## config.mk

```make
export PLATFORM = sky130hd
export DESIGN_NAME = stream_demux_n
export DESIGN_NICKNAME = d
export VERILOG_FILES = /design/src/rtl/stream_demux_n.sv
export SDC_FILE = /design/constraint.sdc
export NUM_CORES = 1
export LEC_CHECK = 0
export ABC_AREA = 1
export CORE_AREA = 2 2 39 41
export CTS_CLUSTER_SIZE = 30
export DETAILED_ROUTE_END_ITERATION = 7
export DIE_AREA = 0 0 41 43
export MAX_ROUTING_LAYER = met4
export PLACE_DENSITY = 0.53
export SYNTH_ARGS = -nofsm -noshare
export SYNTH_HDL_FRONTEND = slang
export SYNTH_SLANG_ARGS = --single-unit
```

## constraint.sdc

```tcl
create_clock -name clk -period 2.5 [get_ports clk]
set_input_delay 0.75 -clock clk [delete_from_list [all_inputs] [get_ports clk]]
set_output_delay 0.75 -clock clk [all_outputs]
set_load 0.02 [all_outputs]
```

## src/rtl/stream_demux_n.sv

```systemverilog
// stream_demux_n: registered 1-to-N stream demux with one valid/ready slot per output channel.
// Define DEMUX_CNT_EN to add per-channel delivered-beat counters on port ch_count.

module stream_demux_slot #(
  parameter int DATA_W = 2
`ifdef DEMUX_CNT_EN
  , parameter int CNT_W = 8
`endif
) (
  input  logic              clk,
  input  logic              reset,
  input  logic              fill,
  input  logic [DATA_W-1:0] fill_data,
  input  logic              ready,
  output logic              valid,
  output logic [DATA_W-1:0] data
`ifdef DEMUX_CNT_EN
  , output logic [CNT_W-1:0] count
`endif
);

  // Fill wins over drain so a drain+fill cycle keeps the slot full with no bubble.
  always_ff @(posedge clk) begin
    if (reset) begin
      valid <= 1'b0;
      data  <= '0;
    end else if (fill) begin
      valid <= 1'b1;
      data  <= fill_data;
    end else if (ready) begin
      valid <= 1'b0;
    end
  end

`ifdef DEMUX_CNT_EN
  always_ff @(posedge clk) begin
    if (reset)              count <= '0;
    else if (valid && ready) count <= count + 1'b1;
  end
`endif

endmodule

module stream_demux_n #(
  parameter  int DATA_W = 2,
  parameter  int N_CH   = 2,
  parameter  int CNT_W  = 8,
  localparam int SEL_W  = $clog2(N_CH)
) (
  input  logic                   clk,
  input  logic                   reset,
  input  logic [DATA_W-1:0]      in_data,
  input  logic [SEL_W-1:0]       in_sel,
  input  logic                   in_valid,
  output logic                   in_ready,
  output logic [N_CH*DATA_W-1:0] out_data,
  output logic [N_CH-1:0]        out_valid,
  input  logic [N_CH-1:0]        out_ready,
  output logic                   err_sel
`ifdef DEMUX_CNT_EN
  , output logic [N_CH*CNT_W-1:0] ch_count
`endif
);

  logic [N_CH-1:0]             hit, busy, fill;
  logic [N_CH-1:0][DATA_W-1:0] slot_data;
  logic                        accept, sel_ok;

`ifdef DEMUX_CNT_EN
  logic [N_CH-1:0][CNT_W-1:0] slot_cnt;
  assign ch_count = slot_cnt;
`else
  logic unused_cnt_w;
  assign unused_cnt_w = ^CNT_W;
`endif

  // Per-channel decode keeps out-of-range selects from indexing past the slot array.
  assign sel_ok   = |hit;
  assign in_ready = !reset && !(|(hit & busy));
  assign accept   = in_valid && in_ready;
  assign fill     = hit & {N_CH{accept}};
  assign out_data = slot_data;

  for (genvar k = 0; k < N_CH; k++) begin : g_ch
    assign hit[k]  = (in_sel == SEL_W'(k));
    assign busy[k] = out_valid[k] && !out_ready[k];

    stream_demux_slot #(
      .DATA_W (DATA_W)
`ifdef DEMUX_CNT_EN
      , .CNT_W (CNT_W)
`endif
    ) u_slot (
      .clk       (clk),
      .reset     (reset),
      .fill      (fill[k]),
      .fill_data (in_data),
      .ready     (out_ready[k]),
      .valid     (out_valid[k]),
      .data      (slot_data[k])
`ifdef DEMUX_CNT_EN
      , .count   (slot_cnt[k])
`endif
    );
  end

  always_ff @(posedge clk) begin
    if (reset) err_sel <= 1'b0;
    else       err_sel <= accept && !sel_ok;
  end

endmodule

```

==> results of run 1 <==
synth_stat cells, drive strengths merged:
master	instances	share of area, %
dfxtp	6	41
nor2	13	17
nand2	5	6.5
a21oi	3	5.2
inv	7	9.1
conb	1	1.3
nand3	2	3.4
nand4	4	8.6
buf	3	7.8
timing repair:
item                       4_1_cts  5_1_grt
resized for setup                4        2
setup endpoints to repair        1        1
pin swaps                        0        0
worst max-delay path by stage:
stage | start | to | slack, ns | cells past startpoint
floorplan | reset | in_ready | 0.51 | 3
global placement | out_ready[0] | in_ready | -0.36 | 6
detailed placement | out_ready[1] | in_ready | -0.38 | 6
CTS | out_ready[1] | in_ready | 0.05 | 6
global route | out_ready[1] | in_ready | 0.02 | 6
finish | in_sel | in_ready | 0.10 | 5
layout by cell type (no fill, tap or decap):
cell              n
buf_4             8
clkdlybuf4s50_1  13
nor2_1           12
nand2_1           5
dfxtp_1           6
nor2_2            1
clkbuf_4          3
conb_1            1
a21oi_1           3
nand3_1           2
inv_1             7
nand4_1           4
metal layers:
metal | global-route usage (%) | routed length, microns | vias up
li1 | - | - | 177
met4 | 12.0 | 14 | 0
met5 | - | 0 | -
met1 | 11.9 | 349 | 140
met3 | 4.71 | 62 | 2
met2 | 13.1 | 310 | 11
kinds of logic after synthesis:
family                 count (synthesis)  share of synthesized area [%]
other                                  1                           1.29
buffers and inverters                 10                           16.8
AND/OR/NAND/NOR                       24                           35.3
AO/OA/AOI/OAI                          3                           5.17
flip-flops                             6                           41.4
registers in the layout, summed over array words and instances, names as in the netlist:
register / count
g_ch.u_slot.valid: 2
g_ch.u_slot.data: 4
cell type report:
cell class | instances | area [sq um] | area share (%)
well taps | 16 | 20.0 | 3.98
inverters | 7 | 26.3 | 5.22
clock buffers | 3 | 22.5 | 4.48
multi-input cells | 28 | 124 | 24.6
flip-flops and latches | 6 | 120 | 23.9
repair buffers | 21 | 190 | 37.8
worst max-delay path, delay by kind of cell:
family / cells / cell delay [ns]
and+or+nand+nor: 3 / 0.24
buffers and inverters: 2 / 0.66
power by group:
part | total [mW] | internal [mW] | switching, mW | leakage [nW]
Combinational | 0.0524 | 0.0281 | 0.0243 | 0.175
Clock | 0.0908 | 0.0544 | 0.0364 | 0.0138
Sequential | 0.102 | 0.100 | 0.00211 | 0.0489
Total | 0.245 | 0.182 | 0.0628 | 0.238
==> flow_summary.ini, run 1 <==
[floorplanning]
coreArea_sq_um = 1380
die_h_microns = 43
num_io_pins = 16
dieArea_sq_um = 1760
initial_core_util_pct = 21.0
chipWidth_microns = 41
num_rows = 14

[hold_path]
whs_path_depth = 2
whs_endpoint = g_ch[0].u_slot.data[1]
min_from = g_ch[0].u_slot.data[1]
hold_class = reg2reg

[clocking]
post-cts-setup-buffer-count = 0
cts_hold_buffers = 0
htreeDepth = 1
cts-root-buf = clkbuf_4
cts_tree = built
cts_buffer_depth = 2
cts.sinks = 6
clk_latency_ns = 0.24
cts_buffers = 3
clk_pin_slew_ns = 0.05

[sta]
skew_ns = 0.000554
finalHoldViolCount = 0
final.setup.worst_slack_ns = 0.103
hold_ws_ns = 0.490
fmax_mhz = 417
drv_slew = 0
period_share_pct = 95.9
timing.final.crit_period_ns = 2.40
setup_viol = 0
rsz0062_at_grt = no
finalSetupTns_ns = 0

[cells_and_area]
drive_gt1_share_pct = 18.5
n_antenna_cell = 0
syn2layout_area_growth_pct = 73.3
finalInstanceArea_sq_um = 503
instances_no_fill = 81
nets = 75
n_fill_cell = 168
final_core_util_pct = 36.3

[grt]
grt_pass1_vias = 290
grt_max_degree = 6
grt_antenna_before_repair = 0
grt_first_pass_wirelength_microns = 1160
gr-total-overflow = 0
grt.total_usage_pct = 10.9

[route]
wl_per_cell_microns = 9.10
antenna_left = 0
drt_first_pass_iters = 2
vias = 330
drt-total-wl_microns = 737
viasPerCell = 4.07
drt_iter0_drc = 3
remaining_drc_errors = 0

[worst_setup_path]
reg2reg_from = g_ch[1].u_slot.valid
cp_cell_sequence = clkdlybuf4s50_1, nand3_1, nand2_1, nor2_2, buf_4
crit_fanout = 3
rrSetupSlack_ns = 1.47
cp-end-kind = output port
reg2reg_depth = 6
max_stage_delay_ns = 0.51
cpMaxStageDelayCell = clkdlybuf4s50_1
reg2reg_to = g_ch[0].u_slot.data[0]
crit_type = in2out
arrival_ns = 1.65
required_ns = 1.75
critPathLaunchType = input port

[run_status]
status = complete, no violations

[placed_design]
io_buffers = 14
dp_slack_ns = -0.380
dp_cells = 78
dp_hpwl_microns = 546
placed_area_sq_um = 480
gp_congestion = 0.754

[power]
power_density_nw_per_um2 = 488
max-vdd-ir-drop_v = 0.000213
p_leak_nw = 0.238
power_mw = 0.245

[yosys]
ys_types = 9
synth-seq-cells = 6
ys_seq_area_share_pct = 41.4
postSynthCellCount = 44
syn-num-nets = 52
synth_area_sq_um = 290
avgSynthCellArea_sq_um = 6.60
yosys_warnings = 0

[run]
drv_cap = 0
Note: power is estimated with default switching activity, not from simulation.
==> inputs of run 2 (changes only) <==
- REMOVE_ABC_BUFFERS: not set -> 1
==> run 2 against run 1 <==
  * Sequential cell count unchanged
  * Wire length decreased by 9.2%
  * Largest cell class unchanged
  * Setup slack worse by 0.038 ns
  * Final area is 3.0% lower
  * Core utilization shrank 1.1 points
  * Register-to-register slack hardly changed
  * Non-clock buffer count fell by 2
==> flow_summary.ini, run 2 (same netlist as run 1, synthesis figures left out) <==
[run_status]
status = complete, no violations

[floorplanning]
initial_core_util_pct = 21.0
die_h_microns = 43
num_io_pins = 16
chipWidth_microns = 41
coreArea_sq_um = 1380
num_rows = 14
dieArea_sq_um = 1760

[placed_design]
io_buffers = 14
gp_congestion = 0.754
dp_hpwl_microns = 542
dp_slack_ns = -0.417
dp_cells = 76

[grt]
grt_max_degree = 6
grt.total_usage_pct = 9.17
grt_antenna_before_repair = 0
grt_first_pass_wirelength_microns = 1040
gr-total-overflow = 0
grt_pass1_vias = 288

[power]
max-vdd-ir-drop_v = 0.000226
power_density_nw_per_um2 = 497
cell_internal_pwr_mw = 0.182
combinationalPowerShare_pct = 21.2
power_mw = 0.243
p_clk_share_pct = 36.8
switching_share_pct = 25.0
seq_power_share_pct = 42.0
p_leak_nw = 0.229
p_sw_mw = 0.0607

[cells_and_area]
syn2layout_area_growth_pct = 68.1
n_antenna_cell = 0
drive_gt1_share_pct = 15.9
seq_area_sq_um = 120
largest_reg_flops = 4
instances_no_fill = 79
final_common_cell = clkdlybuf4s50_1
final_cell_mix = clkdlybuf4s50_1 (13), nor2_1 (12), inv_1 (7)
nets = 73
final_core_util_pct = 35.3
top_regs = g_ch.u_slot.data (4), g_ch.u_slot.valid (2)
n_fill_cell = 154
multi_input_comb_area_sq_um = 124
regMostFlops = g_ch.u_slot.data

[route]
drt-total-wl_microns = 669
drt_iter0_drc = 10
viasPerCell = 4.15
remaining_drc_errors = 0
vias = 328
antenna_left = 0
drt_first_pass_iters = 4
wl_per_cell_microns = 8.47

[clocking]
clk_pin_slew_ns = 0.04
cts_tree = built
cts_buffers = 3
cts_buffer_depth = 2
cts_hold_buffers = 0
cts-root-buf = clkbuf_4
htreeDepth = 1
post-cts-setup-buffer-count = 0
clk_latency_ns = 0.24
cts.sinks = 6

[worst_setup_path]
cp-end-kind = output port
critPathLaunchType = input port
cp_cell_sequence = clkdlybuf4s50_1, inv_1, nand3_1, nand2_1, nor2_2, buf_4
required_ns = 1.75
cpMaxStageDelayCell = clkdlybuf4s50_1
arrival_ns = 1.69
max_stage_delay_ns = 0.45
crit_fanout = 2
crit_type = in2out

[sta]
timing.final.crit_period_ns = 2.44
period_share_pct = 97.4
setup_viol = 0
rsz0062_at_grt = no
fmax_mhz = 411
skew_ns = 0.00148
final.setup.worst_slack_ns = 0.0647
drv_slew = 0
finalHoldViolCount = 0

[run]
drv_cap = 0

[hold_path]
hold_class = reg2reg
run 2: changes by cell type in the layout (fill, tap and decap cells not counted):
cell,previous run,this run
buf_4,8,6
run 2: metrics by stage:
| stage | hold slack (ns) | area (sq um) | setup TNS, ns |
|---|---|---|---|
| floorplan | 0.558 | 268 | 0 |
| global placement | 0.470 | 465 | -0.401 |
| detailed placement | 0.478 | 465 | -0.417 |
| CTS | 0.489 | 483 | 0 |
| global route | 0.519 | 488 | 0 |
| finish | 0.479 | 488 | 0 |
run 2: power groups by stage:
stage          clock (mW)  sequential [mW]  combinational (mW)
2_1_floorplan           0            0.109              0.0152
3_5_place_dp            0            0.104              0.0516
5_1_grt            0.0971            0.102              0.0555
4_1_cts            0.0908            0.102              0.0509
6_report           0.0893            0.102              0.0514
3_3_place_gp            0            0.104              0.0514
run 2: area by class of cell:
type / instances / area share (%)
Timing Repair Buffer: 19 / 35.9
Multi-Input combinational cell: 28 / 25.4
Sequential cell: 6 / 24.6
Inverter: 7 / 5.38
Clock buffer: 3 / 4.62
Tap cell: 16 / 4.10
run 2: final timing paths:
path	start	end	slack (ns)	depth (start not counted)
setup / recovery	out_ready[1]	in_ready	0.06	6
hold / removal	g_ch[0].u_slot.data[1]	g_ch[0].u_slot.data[1]	0.48	2
setup reg to reg	g_ch[1].u_slot.valid	g_ch[0].u_slot.data[1]	1.48	7
hold reg to reg	g_ch[0].u_slot.data[1]	g_ch[0].u_slot.data[1]	0.48	2
run 2: timing repair:
action,4_1_cts,5_1_grt
resized for setup,4,2
hold endpoints to repair,0,0
endpoints found under the setup margin,1,1
pin swaps,0,1
run 2: worst max-delay path, delay by kind of cell:
kind                   cells  cell delay (ns)
AND/OR/NAND/NOR            3             0.28
buffers and inverters      3             0.65
run 2: layer usage:
layer	global-route usage, %	up-vias	part of all wire (%)
met4	8.00	0	1.2
met2	11.3	13	45
met5	-	-	0
li1	-	174	-
met3	3.66	2	7.5
met1	11.0	139	46
==> inputs of run 3 (changes only) <==
- GPL_ROUTABILITY_DRIVEN: not set -> 0
- SYNTH_HIERARCHICAL: not set -> 1
==> run 3 against run 2 <==
  * Clock-buffer cell count unchanged
  * Synthesized cell count decreased by 6.8%
  * Core utilization decreased by 0.27 points
  * Via count decreased by 12%
  * Combinational power decreased by 5.3%
  * Largest power group unchanged
==> flow_summary.ini, run 3 <==
[sta]
timing.final.crit_period_ns = 2.41
period_share_pct = 96.2
finalHoldViolCount = 0
drv_slew = 0
rsz0062_at_grt = no
fmax_mhz = 416
setup_viol = 0
skew_ns = 0.00119
final.setup.worst_slack_ns = 0.0940

[floorplanning]
num_rows = 14
coreArea_sq_um = 1380
initial_core_util_pct = 20.5
num_io_pins = 16
die_h_microns = 43
chipWidth_microns = 41
dieArea_sq_um = 1760

[clocking]
cts-root-buf = clkbuf_4
cts_tree = built
clk_pin_slew_ns = 0.04
cts_buffer_depth = 2
htreeDepth = 1
cts.sinks = 6
clk_latency_ns = 0.24
cts_buffers = 3

[worst_setup_path]
cp_cell_sequence = clkdlybuf4s50_1, inv_2, nand3b_2, nand2_1, nor2_1, buf_2
max_stage_delay_ns = 0.50
crit_type = in2out
required_ns = 1.75
arrival_ns = 1.66
cpLargestDelayFamily = buffers and inverters
crit_buf_inv = 3
cpMaxStageDelayCell = clkdlybuf4s50_1
cp-end-kind = output port
crit_fanout = 2
critPathLaunchType = input port

[placed_design]
io_buffers = 14
placed_area_sq_um = 467
dp_hpwl_microns = 493
dp_slack_ns = -0.351

[route]
drt_first_pass_iters = 1
drt-total-wl_microns = 640
route.met3.wl_microns = 49
wl_per_cell_microns = 8.31
met2_length_microns = 281
drt_iter0_drc = 0
dr.max_layer_used = met3
met1_length_microns = 309
vias = 290
remaining_drc_errors = 0
antenna_left = 0
viasPerCell = 3.77

[cells_and_area]
syn2layout_area_growth_pct = 70.5
top_regs = g_ch.u_slot/data (4), g_ch.u_slot/valid (2)
largest_reg_flops = 4
final_common_cell = clkdlybuf4s50_1
nets = 71
n_antenna_cell = 0
regMostFlops = g_ch.u_slot/data
final_cell_mix = clkdlybuf4s50_1 (13), nor2_1 (10), inv_1 (7)
finalInstanceArea_sq_um = 484
drive_gt1_share_pct = 23.0

[power]
power_mw = 0.239
max-vdd-ir-drop_v = 0.000211
power_density_nw_per_um2 = 494
p_leak_nw = 0.234

[yosys]
ys_types = 13
synth_area_leader_cell = dfxtp_1
synth_edf_count = 0
async_flop_share_pct = 0
synth-seq-cells = 6
yosys_warnings = 6
avgSynthCellArea_sq_um = 6.93
postSynthCellCount = 41
netlist_top_cells_area = dfxtp_1 (42%), nor2_1 (13%), inv_1 (9.3%)
synthFlopType = dfxtp_1
synth_most_common_cell = nor2_1
ys_seq_area_share_pct = 42.3
netlist.area_leader.share_pct = 42.3
synth_area_sq_um = 284
ys_top_cells_by_count = nor2_1 (10), inv_1 (7), dfxtp_1 (6)

[run_status]
status = complete, no violations

[hold_path]
hold_class = reg2reg

[grt]
grt_antenna_before_repair = 0
grt_pass1_vias = 250
gr-total-overflow = 0
grt_max_degree = 6
grt_first_pass_wirelength_microns = 1060
grt.total_usage_pct = 9.60

[run]
drv_cap = 0
run 3: cell types whose count changed after synthesis:
cell / change
nand2_1: -2
nand3_1: -1
o21ai_1: +2
a21oi_1: -3
a21oi_2: +2
nor2_1: -3
nand3b_2: +1
o21ai_0: +2
inv_2: +3
nand4_1: -2
buf_4: -2
run 3: tightest hold or removal path: stages (launching register included):
cell     delay [ns]
dfxtp_1        0.31
nand2_1        0.08
a21oi_2        0.05
run 3: final cells by class:
cell class | count | area, sq um
clock buffer | 3 | 22.5
sequential | 6 | 120
timing repair buffer | 18 | 165
tap | 16 | 20.0
inverter | 10 | 37.5
fill | 166 | 900
multi-input combinational | 24 | 119
run 3: repair_timing:
item,4_1_cts,5_1_grt
hold buffers,0,0
gates resized for setup,4,0
hold endpoints to repair,0,0
setup endpoints to repair,1,0
buffers inserted,0,0
run 3: metrics by stage:
stage,hold WS (ns),cells,util (%),setup TNS (ns)
5_1_grt,0.515,77,35.0,0
3_3_place_gp,0.482,74,33.7,-0.357
2_1_floorplan,0.551,40,-,0
4_1_cts,0.491,77,35.0,0
3_5_place_dp,0.478,74,33.7,-0.351
6_report,0.487,77,35.0,0
run 3: routing by layer:
layer | track usage [%] | vias up
li1 | - | 165
met1 | 11.4 | 116
met2 | 11.6 | 9
met3 | 3.14 | 0
met4 | 10.0 | 0
met5 | - | -
run 3: worst paths after layout:
| path | start | to | slack (ns) | depth (start not counted) |
|---|---|---|---|---|
| worst max-delay path | in_sel | in_ready | 0.09 | 6 |
| worst min-delay path | g_ch[1].u_slot/valid | g_ch[1].u_slot/valid | 0.49 | 2 |
| worst max register to register | g_ch[1].u_slot/valid | g_ch[1].u_slot/data[0] | 1.40 | 7 |
| worst min register to register | g_ch[1].u_slot/valid | g_ch[1].u_slot/valid | 0.49 | 2 |
run 3: cell families (layout without fill, tap and decap cells):
| logic type | after synthesis | count (layout) | synth area share (%) |
|---|---|---|---|
| other | 1 | 1 | 1.32 |
| buffers and inverters | 11 | 31 | 15.9 |
| AOI/OAI and AO/OA | 6 | 6 | 13.2 |
| and+or+nand+nor | 17 | 17 | 27.3 |
| DFF | 6 | 6 | 42.3 |
run 3: power by group:
part	internal (mW)	switching [mW]
clock	0.0542	0.0334
combinational	0.0255	0.0232
sequential	0.101	0.00238
total	0.180	0.0589
